**config.mk**
```make
export PLATFORM = sky130hd
export DESIGN_NAME = fifo_rd_drain_flat
export DESIGN_NICKNAME = d
export VERILOG_FILES = /design/src/rtl/fifo_rd_drain_if.sv /design/src/rtl/fifo_rd_drain.sv /design/src/flat_wrapper.sv
export SDC_FILE = /design/constraint.sdc
export NUM_CORES = 1
export LEC_CHECK = 0
export CORE_MARGIN = 8
export CORE_UTILIZATION = 45
export CTS_BUF_LIST = sky130_fd_sc_hd__clkbuf_8
export DETAILED_ROUTE_END_ITERATION = 7
export GPL_ROUTABILITY_DRIVEN = 0
export HOLD_SLACK_MARGIN = 0.1
export PLACE_DENSITY = 0.77
export SLEW_MARGIN = 0
export SYNTH_ARGS = -nofsm -noshare
export SYNTH_HDL_FRONTEND = slang
export SYNTH_SLANG_ARGS = --single-unit
```
**constraint.sdc**
```tcl
create_clock -name rd_clk -period 3.1 [get_ports rd_clk]
set_clock_uncertainty 0.1 [all_clocks]
set_input_delay 0.62 -clock rd_clk [delete_from_list [all_inputs] [get_ports rd_clk]]
set_output_delay 0.62 -clock rd_clk [all_outputs]
set_load 0.05 [all_outputs]
```
**src/rtl/fifo_rd_drain_if.sv**
```systemverilog
// FIFO read-port and output-stream bundle for fifo_rd_drain.
// master = the drain block; slave = the FIFO read port plus the downstream sink.
interface fifo_rd_drain_if #(
  parameter int DSIZE = 8
);
  logic             rd_empty;
  logic [DSIZE-1:0] rd_data;
  logic             rd_inc;
  logic             m_valid;
  logic [DSIZE-1:0] m_data;
  logic             m_ready;

  modport master (
    input  rd_empty,
    input  rd_data,
    input  m_ready,
    output rd_inc,
    output m_valid,
    output m_data
  );

  modport slave (
    output rd_empty,
    output rd_data,
    output m_ready,
    input  rd_inc,
    input  m_valid,
    input  m_data
  );
endinterface

```
**src/rtl/fifo_rd_drain.sv**
```systemverilog
// Pops a show-ahead FIFO into a 2-entry registered valid/ready buffer; pop-to-m_valid is 1 cycle.
// Stalls popping when the buffer is full and not draining; supports drain-to-empty with a done pulse.
module fifo_rd_drain #(
  parameter int DSIZE = 8,
  parameter int CNTW  = 16
) (
  input  logic                rd_clk,
  input  logic                rd_rst,
  input  logic                en,
  input  logic                drain_req,
  fifo_rd_drain_if.master     bus,
  output logic                drain_done,
  output logic                busy,
  output logic [CNTW-1:0]     pop_cnt
);

  typedef enum logic [1:0] {
    ST_IDLE  = 2'd0,
    ST_RUN   = 2'd1,
    ST_DRAIN = 2'd2,
    ST_DONE  = 2'd3
  } state_t;

  state_t           state_q, state_d;
  logic [DSIZE-1:0] head_q, head_d;
  logic [DSIZE-1:0] tail_q, tail_d;
  logic [1:0]       occ_q, occ_d;
  logic [CNTW-1:0]  cnt_q, cnt_d;

  logic             popping;
  logic             out_xfer;
  logic             space;

  // Pop qualification; reset suppresses the strobe so no word leaves the FIFO into a buffer being cleared.
  always_comb begin
    out_xfer = (occ_q != 2'd0) && bus.m_ready;
    space    = (occ_q < 2'd2) || out_xfer;
    popping  = !rd_rst
               && ((state_q == ST_RUN) || (state_q == ST_DRAIN))
               && !bus.rd_empty
               && space;
  end

  assign bus.rd_inc  = popping;
  assign bus.m_valid = (occ_q != 2'd0);
  assign bus.m_data  = head_q;

  // Two-entry buffer: head feeds the output, tail catches the word behind it.
  always_comb begin
    head_d = head_q;
    tail_d = tail_q;
    occ_d  = occ_q;
    case ({popping, out_xfer})
      2'b10: begin
        if (occ_q == 2'd0) begin
          head_d = bus.rd_data;
        end else begin
          tail_d = bus.rd_data;
        end
        occ_d = occ_q + 2'd1;
      end
      2'b01: begin
        head_d = tail_q;
        occ_d  = occ_q - 2'd1;
      end
      2'b11: begin
        if (occ_q == 2'd2) begin
          head_d = tail_q;
          tail_d = bus.rd_data;
        end else begin
          head_d = bus.rd_data;
        end
      end
      default: begin
      end
    endcase
  end

  always_comb begin
    state_d = state_q;
    case (state_q)
      ST_IDLE: begin
        if (drain_req) begin
          state_d = ST_DRAIN;
        end else if (en) begin
          state_d = ST_RUN;
        end
      end
      ST_RUN: begin
        if (drain_req) begin
          state_d = ST_DRAIN;
        end else if (!en) begin
          state_d = ST_IDLE;
        end
      end
      ST_DRAIN: begin
        // Finished only once nothing is left upstream, in the buffer, or in flight.
        if (bus.rd_empty && (occ_q == 2'd0) && !popping) begin
          state_d = ST_DONE;
        end
      end
      ST_DONE: begin
        state_d = en ? ST_RUN : ST_IDLE;
      end
      default: begin
        state_d = ST_IDLE;
      end
    endcase
  end

  always_comb begin
    cnt_d = cnt_q;
    if (popping && (cnt_q != {CNTW{1'b1}})) begin
      cnt_d = cnt_q + CNTW'(1);
    end
  end

  always_ff @(posedge rd_clk) begin
    if (rd_rst) begin
      state_q <= ST_IDLE;
      head_q  <= '0;
      tail_q  <= '0;
      occ_q   <= 2'd0;
      cnt_q   <= '0;
    end else begin
      state_q <= state_d;
      head_q  <= head_d;
      tail_q  <= tail_d;
      occ_q   <= occ_d;
      cnt_q   <= cnt_d;
    end
  end

  assign drain_done = (state_q == ST_DONE);
  assign busy       = (state_q != ST_IDLE);
  assign pop_cnt    = cnt_q;

endmodule
```
**src/flat_wrapper.sv**
```systemverilog
// flat-port wrapper written by rule: the top's interface ports become plain ports
module fifo_rd_drain_flat 
#(
  parameter int DSIZE = 8,
  parameter int CNTW  = 16
)
  (rd_clk, rd_rst, en, drain_req, drain_done, busy, pop_cnt, bus_rd_empty, bus_rd_data, bus_m_ready, bus_rd_inc, bus_m_valid, bus_m_data);
  fifo_rd_drain_if #(.DSIZE(DSIZE)) bus_i ();
  input  logic rd_clk;
  input  logic rd_rst;
  input  logic en;
  input  logic drain_req;
  output logic drain_done;
  output logic busy;
  output logic [CNTW-1:0] pop_cnt;
  input wire logic [$bits(bus_i.rd_empty)-1:0] bus_rd_empty;
  input wire logic [$bits(bus_i.rd_data)-1:0] bus_rd_data;
  input wire logic [$bits(bus_i.m_ready)-1:0] bus_m_ready;
  output wire logic [$bits(bus_i.rd_inc)-1:0] bus_rd_inc;
  output wire logic [$bits(bus_i.m_valid)-1:0] bus_m_valid;
  output wire logic [$bits(bus_i.m_data)-1:0] bus_m_data;
  assign bus_i.rd_empty = bus_rd_empty;
  assign bus_i.rd_data = bus_rd_data;
  assign bus_i.m_ready = bus_m_ready;
  assign bus_rd_inc = bus_i.rd_inc;
  assign bus_m_valid = bus_i.m_valid;
  assign bus_m_data = bus_i.m_data;
  fifo_rd_drain #(.DSIZE(DSIZE), .CNTW(CNTW)) u_core (.rd_clk(rd_clk), .rd_rst(rd_rst), .en(en), .drain_req(drain_req), .bus(bus_i), .drain_done(drain_done), .busy(busy), .pop_cnt(pop_cnt));
endmodule
```
**Word-level counts from Yosys, hierarchy flattened**

Cells that the tools add are included.

- Logic and storage cells: 59
- Output and inout bits: 28
- Flip-flop bits (word level): 36

- Add/subtract/negate cells: 3
- Reduce and logical (&&, ||, !) cells: 22
- Equal/unequal tests: 14
- Mux-type cells: 14
- Magnitude comparators: 1

Operators with widths:

| kind | count |
|---|---|
| 8-bit 2-to-1 mux | 4 |
| 8-bit one-hot mux with 3 select lines | 1 |
| 16-bit by 1-bit adder with 16-bit output (second input constant) | 1 |
| 16-bit != test (second input constant) | 1 |
| 8-bit one-hot mux with 2 select lines | 1 |
| 2-bit equality test (second input constant) | 5 |
| 2-bit 2-to-1 mux | 5 |
| 2-bit one-hot mux with 4 select lines | 1 |
| 2-bit nonzero test | 4 |
| 1-bit logical AND | 7 |
| 3-bit != test (second input constant) | 2 |
| 3-bit AND reduction | 2 |
| 2-bit by 1-bit equality test with 1-bit output (second input constant) | 2 |
| 2-bit zero test | 2 |
| 2-bit by 1-bit != test with 1-bit output (second input constant) | 2 |
| 2-bit != test (second input constant) | 2 |
| 2-bit one-hot mux with 2 select lines | 1 |
| 1-bit zero test | 3 |
| 3-bit nonzero test | 1 |
| 2-bit by 1-bit adder with 2-bit output (second input constant) | 1 |
| 1-bit logical OR | 2 |
| 2-bit less-than comparator (second input constant) | 1 |
| 2-bit AND reduction | 1 |
| 2-bit by 1-bit subtractor with 2-bit output (second input constant) | 1 |
| 1-bit 2-to-1 mux | 1 |

**Logic depth before layout (Yosys ltp)**

Gate-level depths: netlist of run 1.

- Depth in word-level cells: 9
- Mapped depth: 11

**Least setup slack after synthesis of run 1**

OpenSTA, ideal clock, no wires.

- Path type: input to register
- From: in rd_rst
- To: reg u_core.tail_q[0]
- Slack: 0.552 ns
- Cell stages on the path: 9
- Library setup time: 0.128 ns
- Path buffers: 2
- Arrival: 2.321 ns
- Cells stage by stage: buf_6 -> nor3b_2 -> nand2_1 -> inv_1 -> ha_1 -> o211a_1 -> buf_2 -> mux2i_1 -> nor2_1

- Longest elaborated chain between the ends: 7
- Elaborated cells on any way between the ends: 11
- Classes of those cells: 4 x eq/ne; 1 x mux; 6 x reduce/logical

Ends and longest elaborated chain:

| item | line | text |
|---|---|---|
| start: declaration | flat_wrapper.sv:10 | `input logic rd_rst;` |
| 1-bit zero test * | fifo_rd_drain.sv:38 | `popping = !rd_rst` |
| 1-bit logical AND * | fifo_rd_drain.sv:39 | `&& ((state_q == ST_RUN) \|\| (state_q == ST_DRAIN))` |
| 1-bit logical AND * | fifo_rd_drain.sv:40 | `&& !bus.rd_empty` |
| 1-bit logical AND * | fifo_rd_drain.sv:41 | `&& space;` |
| net bus_rd_inc | flat_wrapper.sv:19 | `output wire logic [$bits(bus_i.rd_inc)-1:0] bus_rd_inc;` |
| 2-bit equality test | fifo_rd_drain.sv:53 | `case ({popping, out_xfer})` |
| 2-bit by 1-bit != test with 1-bit output (no source line) (tied with other cells) | - |  |
| 3-bit AND reduction (no source line) | - |  |
| end signal: assignment | fifo_rd_drain.sv:128 | `tail_q <= tail_d;` |
| end: declaration | fifo_rd_drain.sv:26 | `logic [DSIZE-1:0] tail_q, tail_d;` |

The timed path passes the listed nets; every way through them passes the cells marked *.
A chain may end at the register's enable or synchronous reset.

**Worst setup path after layout of run 1**

- From: reg u_core.state_q[0]
- To: out busy

- Longest elaborated chain between the ends: 1

Ends and longest elaborated chain:

| item | line | text |
|---|---|---|
| start: declaration | fifo_rd_drain.sv:24 | `state_t state_q, state_d;` |
| start signal: assignment | fifo_rd_drain.sv:126 | `state_q <= state_d;` |
| 2-bit nonzero test | fifo_rd_drain.sv:135 | `assign busy = (state_q != ST_IDLE);` |
| end: declaration | flat_wrapper.sv:14 | `output logic busy;` |

Every way passes these cells.

==> metrics.txt, run 1 <==
worst hold slack=0.396 ns; Layout area overhead=31.6%; critical path peak fanout=4; overall die width=79.9 um; Synth area leader=dfxtp_1; Crit Path Class=reg -> out; Gate Count Post-Synth=204; port buffer count=41; later-pin clock latency in the skew report=0.29 ns; DRT iter0 DRCs=94; CTS Buf Count=5; largest net degree at the start of global routing=36; synthesized flop and latch total=36; most frequent cells in the layout=clkdlybuf4s50_1 (40), dfxtp_1 (36), nor2_1 (20); Cell Area, Synth=0.00184 sq mm; TNS Setup=0 ns; DIE AREA=0.00638 sq mm; CP startpoint kind=register; critical path endpoint category=output pin; RSZ-0062 raised after global routing=no; top cell type's share of synthesized area=0.392; main flop type after synthesis=dfxtp_1; Worst Path Arrival=1.87 ns; layout cells sized above 1=0.0766; DRC=0; CTS Buffer Depth=2; Final Hold Viols=0; Tcrit/Tclk final=0.835; H-Tree Depth=2; GRT Util Overall=0.142; Ant. Diodes=0; TritonCTS clock tree=done; MaxCap Viol Count=0; min Tclk post-route=2.59 ns; commonest non-fill, non-tap cell in the layout=clkdlybuf4s50_1; ys async rst share=0; yosys warns=0; initial antenna violation count=0; CP Data Required Time=2.38 ns; Fmax achieved=386 MHz; Area contributors post-synth=dfxtp_1 (39%), ha_1 (5.4%), mux2i_1 (5.4%), nor2_1 (4.1%), a221oi_1 (3.8%); cts hold-fix bufs=0; P_leak=0.837 nW; post-cts repair resize count=0; CTS clk-pin slew, worst paths=0.08 ns; Die Y=79.9 um; Multi-input gate area=0.00104 sq mm; wire per inst=15.3 um; Max-slew headroom=0.639; final wirelength=4.56 mm; I/O pin cnt=42; max-slew violation total from the final report=0; via count=1699; post-CTS setup repair buffer count=0; clock root cell=clkbuf_8; Post-synth EDFFs=0; Post-Syn Nets=226; final setup fails=0; number of fill cells=347; mean cell area of the mapped netlist=9.00 sq um; first-pass GRT wire length=7.26 mm; Final Net Count=269; DRT Pass-1 Iters=4; outcome=finished, final reports clean; Hold Crit Class=reg -> reg; core footprint=0.00397 sq mm; row count=23; Avg Vias per Cell=5.70; Least-Margin Pin Slew=0.539 ns; Yosys cell types=45; Power Density=627 mW/mm^2; post-synthesis sequential area ratio=0.392; Sink Count=36; post-route ant nets=0; Storage cell area=721 sq um; Initial Util=0.463; Max VDD drop=0.458 mV; DP HPWL=3.26 mm; vias in the first global route=1525; GRT overflow=0
## final timing paths
kind,start,end,slack (ns),cells past startpoint
worst max-delay path,u_core.state_q[0]$_SDFFE_PP0P_,busy,0.51,4
worst min-delay path,u_core.bus.m_data[3]$_SDFFE_PP0P_,u_core.bus.m_data[3]$_SDFFE_PP0P_,0.40,2
worst max register to register,u_core.state_q[0]$_SDFFE_PP0P_,u_core.bus.m_data[3]$_SDFFE_PP0P_,0.68,9
worst min register to register,u_core.bus.m_data[3]$_SDFFE_PP0P_,u_core.bus.m_data[3]$_SDFFE_PP0P_,0.40,2
## where the power goes
group	total, mW	internal (mW)	switching (mW)
registers	0.555	0.515	0.0403
clock network	0.420	0.238	0.182
logic	0.540	0.197	0.344
total	1.52	0.949	0.566
## registers in the layout (all words and copies together), names as in the netlist
signal	count
u_core.pop_cnt	16
u_core.bus.m_data	8
u_core.tail_q	8
u_core.occ_q	2
u_core.state_q	2
## final cells by class
type / instances / share of cell area
clock buffers: 5 / 0.0285
clock inverters: 3 / 0.0176
inverters: 8 / 0.0124
multi-input cells: 151 / 0.431
flip-flops and latches: 36 / 0.298
well taps: 50 / 0.0259
repair buffers: 45 / 0.186
## kinds of logic after synthesis
kind of cell | count (synthesis) | share of synthesized area
AND/OR/NAND/NOR | 80 | 0.256
AO/OA/AOI/OAI | 50 | 0.187
flip-flops | 36 | 0.392
buffers and inverters | 17 | 0.0402
multiplexers | 11 | 0.0606
adder cells (fa/ha/maj) | 8 | 0.0545
XOR/XNOR | 2 | 0.00954
## worst max-delay path: stages, from the launching register on
cell and delay, ns:
dfxtp_1 0.38, inv_1 0.10, ha_1 0.24, inv_1 0.06, clkdlybuf4s50_1 0.79
## metal layers
layer	routed length, um	vias up	global-route usage	part of all wire
met2	2120	40	0.220	0.47
met4	97	0	0.0673	0.021
met1	2110	774	0.175	0.46
li1	-	876	-	-
met5	0	-	0	0
met3	226	9	0.0405	0.050
## per-stage QoR
| step | power (mW) | area (sq um) | utilization | instances | worst slack (ns) |
|---|---|---|---|---|---|
| 2_1_floorplan | 0.940 | 1840 | - | 204 | 0.552 |
| 3_3_place_gp | 1.10 | 2310 | 0.581 | 290 | 0.350 |
| 3_5_place_dp | 1.10 | 2310 | 0.581 | 290 | 0.313 |
| 4_1_cts | 1.52 | 2420 | 0.609 | 298 | 0.497 |
| 5_1_grt | 1.59 | 2420 | 0.609 | 298 | 0.418 |
| 6_report | 1.52 | 2420 | 0.609 | 298 | 0.512 |
## synth_stat cells, types with 2 or more instances
library cell	n
buf_2	2
and3_1	3
o41ai_1	2
o21a_1	2
mux2i_1	10
a21oi_1	13
nand3_1	7
nor3_1	12
nand2_1	5
clkbuf_1	6
o21ai_0	6
or4_1	6
or3_1	2
dfxtp_1	36
and4_1	4
a211oi_1	3
nand4_1	8
o311ai_0	2
ha_1	8
o31ai_1	6
a221oi_1	8
nor2_1	20
nor2b_1	3
o211ai_1	2
inv_1	8
(Power assumes the default switching activity.)
==> run 2, diff against run 1 <==
--- a/config.mk
+++ b/config.mk
@@ -11,7 +11,7 @@
 export DETAILED_ROUTE_END_ITERATION = 7
 export GPL_ROUTABILITY_DRIVEN = 0
 export HOLD_SLACK_MARGIN = 0.1
-export PLACE_DENSITY = 0.77
+export PLACE_DENSITY = 0.8
 export SLEW_MARGIN = 0
 export SYNTH_ARGS = -nofsm -noshare
 export SYNTH_HDL_FRONTEND = slang
==> constraint.sdc (replaced) <==
create_clock -name rd_clk -period 2.36 [get_ports rd_clk]
set_clock_uncertainty 0.1 [all_clocks]
set_input_delay 0.472 -clock rd_clk [delete_from_list [all_inputs] [get_ports rd_clk]]
set_output_delay 0.472 -clock rd_clk [all_outputs]
set_load 0.05 [all_outputs]
==> run 2 against run 1 <==
  * Final area increased by 8.6%
  * Critical path type unchanged
  * Non-clock buffer count increased by 12
  * Highest routed layer unchanged
  * Die area unchanged
  * Combinational power increased by 54%
  * Hold slack improved by 0.0065 ns
  * Cell count increased by 4.0%
==> metrics.txt, run 2 (synthesis results as in run 1) <==
Die Y=79.9 um (unchanged); Met2 Wirelength=2.41 mm (+13%); hold path cells=2 (unchanged); I/O pin cnt=42 (unchanged); vias in the first global route=1715 (+12%); DP Cell Count=301 (+3.8%); final setup fails=0 (unchanged); clock root cell=clkbuf_8; Least-Margin Pin Slew=0.519 ns (-0.0196 ns); Layout area overhead=42.9%; Power Density=799 mW/mm^2 (+27%); Hold Crit Class=reg -> reg; TritonCTS clock tree=done; DIE AREA=0.00638 sq mm (unchanged); initial antenna violation count=0 (unchanged); reg2reg path depth=11 (+2); GRT overflow=0 (unchanged); later-pin clock latency in the skew report=0.29 ns (about the same); Hold Startpoint=u_core.bus.m_data[7]$_SDFFE_PP0P_; GRT Util Overall=0.163 (+0.0212); max FFs per register=16 (unchanged); Top delay family on crit path=buffers and inverters; DRC=0 (unchanged); slowest CP cell=clkdlybuf4s50_1; slowest stage delay, CP=0.79 ns (about the same); critical path peak fanout=4 (unchanged); commonest non-fill, non-tap cell in the layout=clkdlybuf4s50_1; critical path endpoint category=output pin; Sink Count=36 (unchanged); routed wl met3=259 um (+15%); Fmax achieved=439 MHz; Max-slew headroom=0.653 (+0.0144); Max VDD drop=0.416 mV (-9.1%); CTS Buf Count=5 (unchanged); final core occ=0.661 (+0.0523); max-slew violation total from the final report=0 (unchanged); number of fill cells=339 (-2.3%); P_leak=0.929 nW (+11%); DRT iter0 DRCs=121 (+29%); Worst Path Arrival=1.71 ns (-0.16 ns); final wirelength=5.03 mm (+10%); CTS clk-pin slew, worst paths=0.07 ns (about the same); TNS Setup=0 ns (unchanged); MaxCap Viol Count=0 (unchanged); DRT Pass-1 Iters=4 (unchanged); r2r endpoint=u_core.tail_q[1]$_SDFFE_PP0P_; Hold Path End=u_core.bus.m_data[7]$_SDFFE_PP0P_; row count=23 (unchanged); Final Hold Viols=0 (unchanged); CP startpoint kind=register; port buffer count=41 (unchanged); Post-Layout Cell Count=310 (+4.0%); H-Tree Depth=2 (unchanged); reg-to-reg startpoint=u_core.state_q[1]$_SDFFE_PP0P_; layout cells sized above 1=0.188 (+0.112); Avg Vias per Cell=5.78 (+1.4%); CP bufs+invs=3 (unchanged); CP Data Required Time=1.79 ns (-0.59 ns); critical path, cell by cell=inv_2 > ha_4 > inv_1 > clkdlybuf4s50_1; DP HPWL=3.64 mm (+12%); largest net degree at the start of global routing=30 (-17%); cts hold-fix bufs=0 (unchanged); Crit Path Class=reg -> out; Final Net Count=281 (+4.5%); R2R Setup Slk=0.13 ns (-0.55 ns); CTS Buffer Depth=2 (unchanged); first-pass GRT wire length=8.34 mm (+15%); met1 WL=2.28 mm (+8.2%); via count=1793 (+5.5%); most frequent cells in the layout=clkdlybuf4s50_1 (37), dfxtp_1 (34), nor2_1 (20); post-route ant nets=0 (unchanged); uppermost layer routed=met4; core footprint=0.00397 sq mm (unchanged); Initial Util=0.463 (unchanged); Ant. Diodes=0 (unchanged); outcome=finished, final reports clean; overall die width=79.9 um (unchanged); min Tclk post-route=2.28 ns; wire per inst=16.2 um (+6.0%); Tcrit/Tclk final=0.965
run 2: cell types whose count changed in the layout (fill, tap and decap cells not counted), moves of 2 or more:
cell / previous run / this run
dlymetal6s2s_1: 0 / 2
dfxtp_1: 36 / 34
a221oi_1: 8 / 0
inv_1: 8 / 6
ha_4: 0 / 2
buf_4: 4 / 16
inv_2: 0 / 2
a221oi_2: 0 / 8
clkdlybuf4s50_1: 40 / 37
ha_1: 8 / 6
run 2: worst min-delay path, stage by stage, from the launching register on:
cell and delay, ns:
dfxtp_1 0.31, nor2_1 0.10, nor3_1 0.05
run 2: worst max path at each step:
| stage | from | endpoint | slack, ns | depth (start not counted) |
|---|---|---|---|---|
| after floorplan | u_core.state_q[1]$_SDFFE_PP0P_ | u_core.bus.m_data[0]$_SDFFE_PP0P_ | 0.007 | 10 |
| after global placement | rd_rst | u_core.bus.m_data[7]$_SDFFE_PP0P_ | -0.14 | 9 |
| after detailed placement | rd_rst | u_core.bus.m_data[1]$_SDFFE_PP0P_ | -0.19 | 9 |
| after CTS | rd_rst | bus_rd_inc | 0.02 | 6 |
| after global routing | bus_m_ready | u_core.tail_q[1]$_SDFFE_PP0P_ | -0.02 | 10 |
| final | u_core.state_q[1]$_SDFFE_PP0P_ | busy | 0.08 | 4 |
run 2: per-stage QoR:
stage	total power, mW	cell area [sq um]	worst slack, ns	hold WS, ns
4_1_cts	2.09	2600	0.0196	0.399
6_report	2.10	2630	0.0817	0.402
5_1_grt	2.20	2630	-0.0170	0.430
3_3_place_gp	1.54	2490	-0.141	0.389
2_1_floorplan	1.29	1930	0.00706	0.378
3_5_place_dp	1.56	2490	-0.194	0.387
run 2: what timing repair did:
action,CTS,global route
buffers inserted,0,1
resized for setup,0,4
setup endpoints to repair,0,7
run 2: per-layer routing:
| metal | up-vias | track usage |
|---|---|---|
| met4 | 0 | 0.0618 |
| met5 | - | 0 |
| met3 | 7 | 0.0439 |
| met1 | 843 | 0.200 |
| li1 | 900 | - |
| met2 | 43 | 0.264 |
run 2: where the power goes:
| group | leakage, nW | total [mW] | internal [mW] | switching (mW) |
|---|---|---|---|---|
| sequential | 0.293 | 0.736 | 0.679 | 0.0568 |
| clock | 0.0593 | 0.531 | 0.309 | 0.221 |
| combinational | 0.577 | 0.830 | 0.317 | 0.513 |
run 2: cell type report:
cell class                 count  area, sq um  area share
inverter                       8         33.8      0.0129
multi-input combinational    151         1140       0.434
clock inverter                 3         38.8      0.0148
timing repair buffer          57          556       0.212
clock buffer                   5         68.8      0.0262
tap                           50         62.6      0.0238
sequential                    36          726       0.276
